==> config.mk <==
export PLATFORM = sky130hd
export DESIGN_NAME = rr_grant_ctrl8
export DESIGN_NICKNAME = d
export VERILOG_FILES = /design/src/rtl/rr_grant_ctrl8.sv
export SDC_FILE = /design/constraint.sdc
export NUM_CORES = 1
export LEC_CHECK = 0
export BUFFER_PORTS_ARGS = -buffer_cell sky130_fd_sc_hd__buf_2
export CAP_MARGIN = 0
export CORE_MARGIN = 3
export CORE_UTILIZATION = 45
export CTS_CLUSTER_SIZE = 14
export DETAILED_ROUTE_END_ITERATION = 16
export HOLD_SLACK_MARGIN = 0.1
export PLACE_DENSITY_LB_ADDON = 0.3
export SLEW_MARGIN = 0
export SYNTH_ARGS = -nofsm -noshare
export SYNTH_HDL_FRONTEND = slang
export SYNTH_SLANG_ARGS = --single-unit
export TNS_END_PERCENT = 1
==> constraint.sdc <==
create_clock -name clk -period 6.8 [get_ports clk]
set_clock_uncertainty 0.05 [all_clocks]
set_input_delay 1.36 -clock clk [delete_from_list [all_inputs] [get_ports clk]]
set_output_delay 1.36 -clock clk [all_outputs]
set_load 0.05 [all_outputs]
==> src/rtl/rr_grant_ctrl8.sv <==
// Eight-way round-robin arbiter holding each grant until the winner releases.
// RR_GRANT_TIMEOUT_EN adds a MAX_HOLD-cycle forced release with a tmo pulse.
module rr_grant_ctrl8 #(
   parameter int unsigned MAX_HOLD = 16
) (
   input  logic       clk,
   input  logic       rst_n,
   input  logic       en,
   input  logic [7:0] req,
   output logic [7:0] gnt,
   output logic [2:0] gnt_id,
   output logic       gnt_vld,
   output logic       tmo
);

   typedef enum logic {
      IDLE  = 1'b0,
      GRANT = 1'b1
   } state_e;

   if (MAX_HOLD < 2 || MAX_HOLD > 255) begin : g_bad_hold
      $error("rr_grant_ctrl8: MAX_HOLD must be 2..255");
   end

   state_e     state_q, state_d;
   logic [2:0] ptr_q, ptr_d;
   logic [7:0] gnt_q, gnt_d;
   logic [2:0] gnt_id_q, gnt_id_d;
   logic       gnt_vld_q, gnt_vld_d;

   logic       win_vld;
   logic [2:0] win_id;
   logic       force_rel;

   // Descending scan so the candidate closest to ptr is written last.
   always_comb begin
      win_vld = 1'b0;
      win_id  = 3'd0;
      for (int i = 7; i >= 0; i--) begin
         if (req[ptr_q + 3'(i)]) begin
            win_vld = 1'b1;
            win_id  = ptr_q + 3'(i);
         end
      end
   end

`ifdef RR_GRANT_TIMEOUT_EN
   logic [7:0] hold_q, hold_d;
   logic       tmo_q, tmo_d;

   assign force_rel = (state_q == GRANT) && req[gnt_id_q]
                      && (hold_q == 8'(MAX_HOLD - 1));

   always_comb begin
      hold_d = 8'd0;
      tmo_d  = force_rel;
      if (state_q == GRANT && !force_rel) begin
         hold_d = hold_q + 8'd1;
      end
   end

   always_ff @(posedge clk or negedge rst_n) begin
      if (!rst_n) begin
         hold_q <= 8'd0;
         tmo_q  <= 1'b0;
      end else begin
         hold_q <= hold_d;
         tmo_q  <= tmo_d;
      end
   end

   assign tmo = tmo_q;
`else
   assign force_rel = 1'b0;
   assign tmo       = 1'b0;
`endif

   always_comb begin
      state_d   = state_q;
      ptr_d     = ptr_q;
      gnt_d     = gnt_q;
      gnt_id_d  = gnt_id_q;
      gnt_vld_d = gnt_vld_q;
      unique case (state_q)
         IDLE: begin
            if (en && win_vld) begin
               state_d   = GRANT;
               gnt_id_d  = win_id;
               gnt_d     = 8'b1 << win_id;
               gnt_vld_d = 1'b1;
            end
         end
         GRANT: begin
            if (!req[gnt_id_q] || force_rel) begin
               state_d   = IDLE;
               gnt_d     = 8'h00;
               gnt_vld_d = 1'b0;
               ptr_d     = gnt_id_q + 3'd1;
            end
         end
         default: state_d = IDLE;
      endcase
   end

   always_ff @(posedge clk or negedge rst_n) begin
      if (!rst_n) begin
         state_q   <= IDLE;
         ptr_q     <= 3'd0;
         gnt_q     <= 8'h00;
         gnt_id_q  <= 3'd0;
         gnt_vld_q <= 1'b0;
      end else begin
         state_q   <= state_d;
         ptr_q     <= ptr_d;
         gnt_q     <= gnt_d;
         gnt_id_q  <= gnt_id_d;
         gnt_vld_q <= gnt_vld_d;
      end
   end

   assign gnt     = gnt_q;
   assign gnt_id  = gnt_id_q;
   assign gnt_vld = gnt_vld_q;

endmodule

# Word level (Yosys, flattened, before mapping)

Index checks and enable logic that the tools add are counted.

Multiplexer cells: 43
$add $sub $neg: 8
Magnitude comparators: 9
Reduce and logical (&&, ||, !) cells: 4
Equal/unequal tests: 2
Bitwise logic cells: 2
Shift operators: 1

Operators with widths:

| cell                                               | number |
|---|---|
| < comparator 3 x 4 -> 1 bit, second input constant | 9 |
| binary-select mux 1 bit (select 3 bit)             | 9 |
| two-way mux 3 bit                                  | 8 |
| two-way mux 1 bit                                  | 21 |
| two-way mux 8 bit                                  | 2 |
| case mux 8 bit (2 select lines)                    | 1 |
| adder 3 bit, second input constant                 | 4 |
| << shifter 1 x 3 -> 8 bit, first input constant    | 1 |
| adder 3 x 1 -> 3 bit, second input constant        | 2 |
| adder 3 x 2 -> 3 bit, second input constant        | 2 |
| AND reduction 2 bit                                | 3 |
| inequality test 2 bit, second input constant       | 2 |
| case mux 1 bit (2 select lines)                    | 2 |
| NOT 1 bit                                          | 2 |
| logical AND 1 bit                                  | 1 |

Logic and storage cells: 74
Output and inout port bits: 13
Bits in registers: 16

# Longest topological paths before layout

Depth after elaboration: 14
Depth in mapped cells: 13
Depth with buffers taken out: 10

# Worst setup path before layout

No wires, ideal clock.

Path type: input to register
From: input port req[3]
To: register gnt_q[0] (netlist: gnt[0])
Stages on the path: 8
Buffers on the path: 0
Slack: 3284 ps
Library setup time: 121 ps
Arrival: 3345 ps
Cell sequence: mux4_2 > mux2_4 > nand2b_4 > a21boi_2 > a211oi_1 > or4_4 > and3_4 > a22o_1

Cells in the longest elaborated chain, start to end: 13
Elaborated cells between the ends (all ways): 41
Those cells by class: eq/ne (2); shift (1); mux (36); reduce/logical (2)

Ends and longest elaborated chain:

| what                                                                   | RTL line | source |
|---|---|---|
| start: declaration                                                     | 9        | `input logic [7:0] req,` |
| binary-select mux 1 bit (select 3 bit)                                 | 40       | `if (req[ptr_q + 3'(i)]) begin` |
| two-way mux 1 bit (implied by the code)                                | 40       |  |
| two-way mux 3 bit or two-way mux 1 bit (tied branches) (8 in a row)    | 40       |  |
| << shifter 1 x 3 -> 8 bit or logical AND 1 bit (tied branches)         | 89, 86   |  |
| two-way mux 8 bit or inequality test 2 bit (tied branches)             | n/a      |  |
| case mux 8 bit (2 select lines) or AND reduction 2 bit (tied branches) | n/a      |  |
| end signal: assignment                                                 | 115      | `gnt_q <= gnt_d;` |
| end: declaration                                                       | 27       | `logic [7:0] gnt_q, gnt_d;` |

Parallel ways exist; a longest one is shown, timed or not. The select of a mux whose other input is x is not followed.
A chain may end at the register's enable or synchronous reset.

# Worst setup path in the final report

From: register ptr_q[1]
To: register gnt_q[3] (netlist: gnt[3])

Cells in the longest elaborated chain, start to end: 14
Elaborated cells between the ends (all ways): 45
Those cells by class: add/sub (7); eq/ne (1); shift (1); mux (34); reduce/logical (2)

Ends and longest elaborated chain:

| what                                                                   | RTL line | source |
|---|---|---|
| start: declaration                                                     | 26       | `logic [2:0] ptr_q, ptr_d;` |
| start signal: assignment                                               | 114      | `ptr_q <= ptr_d;` |
| adder 3 bit                                                            | 40, 42   |  |
| binary-select mux 1 bit (select 3 bit)                                 | 40       |  |
| two-way mux 1 bit (implied by the code)                                | 40       |  |
| two-way mux 3 bit or two-way mux 1 bit (tied branches) (8 in a row)    | 40       |  |
| << shifter 1 x 3 -> 8 bit or logical AND 1 bit (tied branches)         | 89, 86   |  |
| two-way mux 8 bit or inequality test 2 bit (tied branches)             | n/a      |  |
| case mux 8 bit (2 select lines) or AND reduction 2 bit (tied branches) | n/a      |  |

Parallel ways exist; a longest one is shown, timed or not. The select of a mux whose other input is x is not followed.

==> impl_table.tex <==
\begin{tabular}{lr}
\hline
Metric & Value \\
\hline
\multicolumn{2}{l}{\textbf{Drt}} \\
\quad Vias & 1402 \\
\quad Via count normalized by instance count & 6.18 \\
\quad Routed wire length & 3.84 mm \\
\quad Detailed-route wire length per cell & 16.9 µm \\
\quad Remaining antenna violation count & 0 \\
\quad DR iter-0 viols & 43 \\
\quad Count of unresolved DRC violations after routing & 0 \\
\quad First-pass iteration count of the detailed router & 4 \\
\multicolumn{2}{l}{\textbf{Worst setup path}} \\
\quad Worst reg2reg path endpoint & gnt[3] \\
\quad Family with the most delay on the worst path & multiplexers \\
\quad Arr. time, crit path & roughly 4.1 ns \\
\quad Highest-delay cell along the critical path & sky130\_fd\_sc\_hd\_\_dfrtp\_1 \\
\quad Nature of the critical path startpoint & flip-flop \\
\quad Critical path type & reg2reg \\
\quad CP cell instances & clkinv\_1 > ha\_1 > mux4\_2 > mux2i\_1 > nand3\_1 > a31oi\_1 > o21bai\_1 > nor4b\_1 > a22o\_1 \\
\quad Worst Reg2Reg Path Length in Cells & 9 \\
\quad Origin of the worst setup path & ptr\_q[1] \\
\quad Delay of the slowest cell on the worst path & roughly 0.77 ns \\
\quad Number of buffer and inverter stages on the critical path & 1 \\
\quad Critical path data required time & 6.98 ns \\
\quad CP Max Fanout & 16 \\
\quad Beginning of the worst register-to-register path & ptr\_q[1] \\
\quad Nature of the critical path endpoint & flip-flop \\
\quad Internal reg-to-reg setup slack & 2.86 ns \\
\multicolumn{2}{l}{\textbf{Clock network}} \\
\quad Maximum count of clock buffers along a single path & 2 \\
\quad CTS root buf & sky130\_fd\_sc\_hd\_\_clkbuf\_4 \\
\quad Maximum level of the CTS H-tree & 1 \\
\quad Number of hold buffers added after cts & 0 \\
\quad Cts repair resizes & 0 \\
\quad CTS Sinks & 16 \\
\quad Number of buffers inserted to repair setup after CTS & 0 \\
\quad Cts bufs inserted & 3 \\
\quad Clock transition at path regs & 0.10 ns \\
\quad Clock tree from TritonCTS & done \\
\quad Clock insertion delay at the later pin of the skew report & 0.29 ns \\
\multicolumn{2}{l}{\textbf{Yosys}} \\
\quad \#FFs+latches synth & 16 \\
\quad Simple-Gate Fraction of Synth Area & 15.2\% \\
\quad Synth async-reset ratio & 100\% \\
\quad Area fraction in compound gates after synthesis & 19.9\% \\
\quad Predominant post-synthesis flop cell & sky130\_fd\_sc\_hd\_\_dfrtp\_1 \\
\quad Sequential area share after synthesis & 25.0\% \\
\quad Count of flip-flops with a built-in enable after synthesis & 0 \\
\quad Main combinational cell family by area after synthesis & multiplexers \\
\quad Fraction of synthesized area in multiplexers & 30.7\% \\
\quad Yosys warning count & 0 \\
\quad Synthesized area per cell & approximately 9.8 µm² \\
\quad Number of distinct library cells after synthesis & 46 \\
\quad Net Count, Synth & 177 \\
\quad Post-Synth XOR/XNOR Area & about 2.2\% \\
\quad Post-synthesis share of cell area spent on full adders, half adders and majority gates & 2.34\% \\
\quad Number of cells produced by synthesis & approximately 160 \\
\quad Mapped cell area & 1600 µm² \\
\multicolumn{2}{l}{\textbf{Floorplanning}} \\
\quad Site row count & 21 \\
\quad Ports placed on the boundary & 24 \\
\quad Std-Cell Core Area & 3390 µm² \\
\quad Area of the die & 4320 µm² \\
\quad Height of the die & 65.7 µm \\
\quad Die width & 65.7 µm \\
\quad Initial Util & 47.3\% \\
\multicolumn{2}{l}{\textbf{Global route}} \\
\quad Number of global-route vias before repair & 1350 \\
\quad Wire length of the first global-routing pass & around 6.5 mm \\
\quad Antenna violations before repair & 0 \\
\quad GRT Util Overall & 19.3\% \\
\quad Largest net degree at the start of global routing & 21 \\
\quad Grt total ovfl & 0 \\
\multicolumn{2}{l}{\textbf{Timing}} \\
\quad RSZ-0062 raised after global routing & no \\
\quad Max-slew headroom & 40.7\% \\
\quad Final setup slack of the worst path & 2.86 ns \\
\quad Count of final hold-check violations & 0 \\
\quad Actual slew at the worst max-slew pin & 0.889 ns \\
\quad Total setup violations reported at the end of the flow & 0 \\
\quad Maximum achievable frequency & between 200 and 300 MHz \\
\quad Final TNS setup & 0 ns \\
\quad Final period demand of the worst path & a little under 4 ns \\
\quad Number of max-slew violations in the final report & 0 \\
\quad Ratio of final minimum period to clock period & 57.9\% \\
\multicolumn{2}{l}{\textbf{Placed design}} \\
\quad Pre-CTS setup slack & about 3.0 ns \\
\quad Post-detailed-placement half-perimeter wirelength & between 2 and 3 mm \\
\quad Number of buffers inserted by port buffering & 22 \\
\quad Final weighted congestion in routability-driven placement & between 1 and 1.5 \\
\multicolumn{2}{l}{\textbf{Cells and area}} \\
\quad Leading cell types in the layout, fill and taps excluded & sky130\_fd\_sc\_hd\_\_buf\_2, sky130\_fd\_sc\_hd\_\_nand2\_1, sky130\_fd\_sc\_hd\_\_dfrtp\_1 \\
\quad Fillcell total & 298 \\
\quad Layout net count & 196 \\
\quad Number of inserted diodes & 0 \\
\quad Area added between synthesis and finish & 9.83\% \\
\quad Share of layout cells above drive strength 1 & 27.6\% \\
\quad Commonest non-fill, non-tap cell in the layout & sky130\_fd\_sc\_hd\_\_buf\_2 \\
\multicolumn{2}{l}{\textbf{Min path}} \\
\quad HP Class & reg2reg \\
\quad Hold path start & gnt[7] \\
\quad WHS Path Cells & 2 \\
\quad Hold Path Sink & gnt[7] \\
\multicolumn{2}{l}{\textbf{Job}} \\
\quad MaxCap Viol Count & 0 \\
\multicolumn{2}{l}{\textbf{Run status}} \\
\quad Outcome & finished clean \\
\hline
\end{tabular}
worst register-to-register path, cell delays in order (launching register included):
cell	delay (ns)
sky130_fd_sc_hd__dfrtp_1	0.77
sky130_fd_sc_hd__clkinv_1	0.42
sky130_fd_sc_hd__ha_1	0.61
sky130_fd_sc_hd__mux4_2	0.41
sky130_fd_sc_hd__mux2i_1	0.41
sky130_fd_sc_hd__nand3_1	0.14
sky130_fd_sc_hd__a31oi_1	0.24
sky130_fd_sc_hd__o21bai_1	0.16
sky130_fd_sc_hd__nor4b_1	0.45
sky130_fd_sc_hd__a22o_1	0.21
per-layer routing:
metal  up-vias  track usage [%]  wire length [µm]
li1        660                -                 -
met5         -                0                 0
met1       690             26.3              1710
met4         0             5.44                60
met3         6             3.25               174
met2        46             31.4              1900
layout make-up:
cell class	count	area [µm²]	share of cell area [%]
multi-input cells	132	1130	64.2
flip-flops and latches	16	400	22.7
repair buffers	22	110	6.25
well taps	46	57.6	3.27
clock buffers	4	36.3	2.06
inverters	7	26.3	1.49
through the flow:
| stage | cell area [µm²] | cells | util, % | hold WS, ns |
|---|---|---|---|---|
| after global routing | 1760 | 227 | 52.0 | 0.465 |
| after floorplan | 1600 | 163 | - | 0.524 |
| after CTS | 1760 | 227 | 52.0 | 0.455 |
| after global placement | 1730 | 223 | 50.9 | 0.424 |
| after detailed placement | 1730 | 223 | 50.9 | 0.434 |
| final | 1760 | 227 | 52.0 | 0.450 |
registers in the layout (all words and copies together) (netlist names):
register	cells
ptr_q	3
gnt_id	3
gnt	8
state_q	1
gnt_vld	1
cells in the mapped netlist, drive strengths merged (2+ instances only):
cell type	count	area share, %
nor3	4	1.2
mux2	7	5.1
xor2	2	1.1
ha	3	2.3
o21ai	12	3.7
nand2b	7	3.2
xnor2	2	1.1
a31oi	3	1.6
clkbuf	2	0.47
or4	2	1.2
mux2i	9	5.9
mux4	14	20
a21oi	9	2.8
o211ai	2	0.94
nand2	17	4.0
nor4b	2	1.1
nor2	8	1.9
a22o	5	2.7
o21a	3	1.4
nand3	5	1.6
inv	6	1.4
a211oi	2	0.94
dfrtp	16	25
a21boi	2	1.2
a21o	2	0.94
buf	6	2.4
a221oi	2	1.1
worst max path at each step:
stage | slack (ns) | to | cells past startpoint
2_1_floorplan | 3.28 | gnt[0] | 8
3_3_place_gp | 3.02 | gnt[0] | 9
3_5_place_dp | 2.97 | gnt[3] | 9
4_1_cts | 2.93 | gnt[3] | 9
5_1_grt | 2.64 | gnt[3] | 8
6_report | 2.86 | gnt[3] | 9
kinds of logic after synthesis:
group / after synthesis
compound gates: 47
simple gates: 47
mux: 30
flops: 16
buf+inv: 15
xor+xnor: 4
fa+ha+maj: 3
other cells: 1
Power is left out: the tool's default activity adds up to more than one toggle a clock period on the data nets, which glitch-free logic cannot reach.
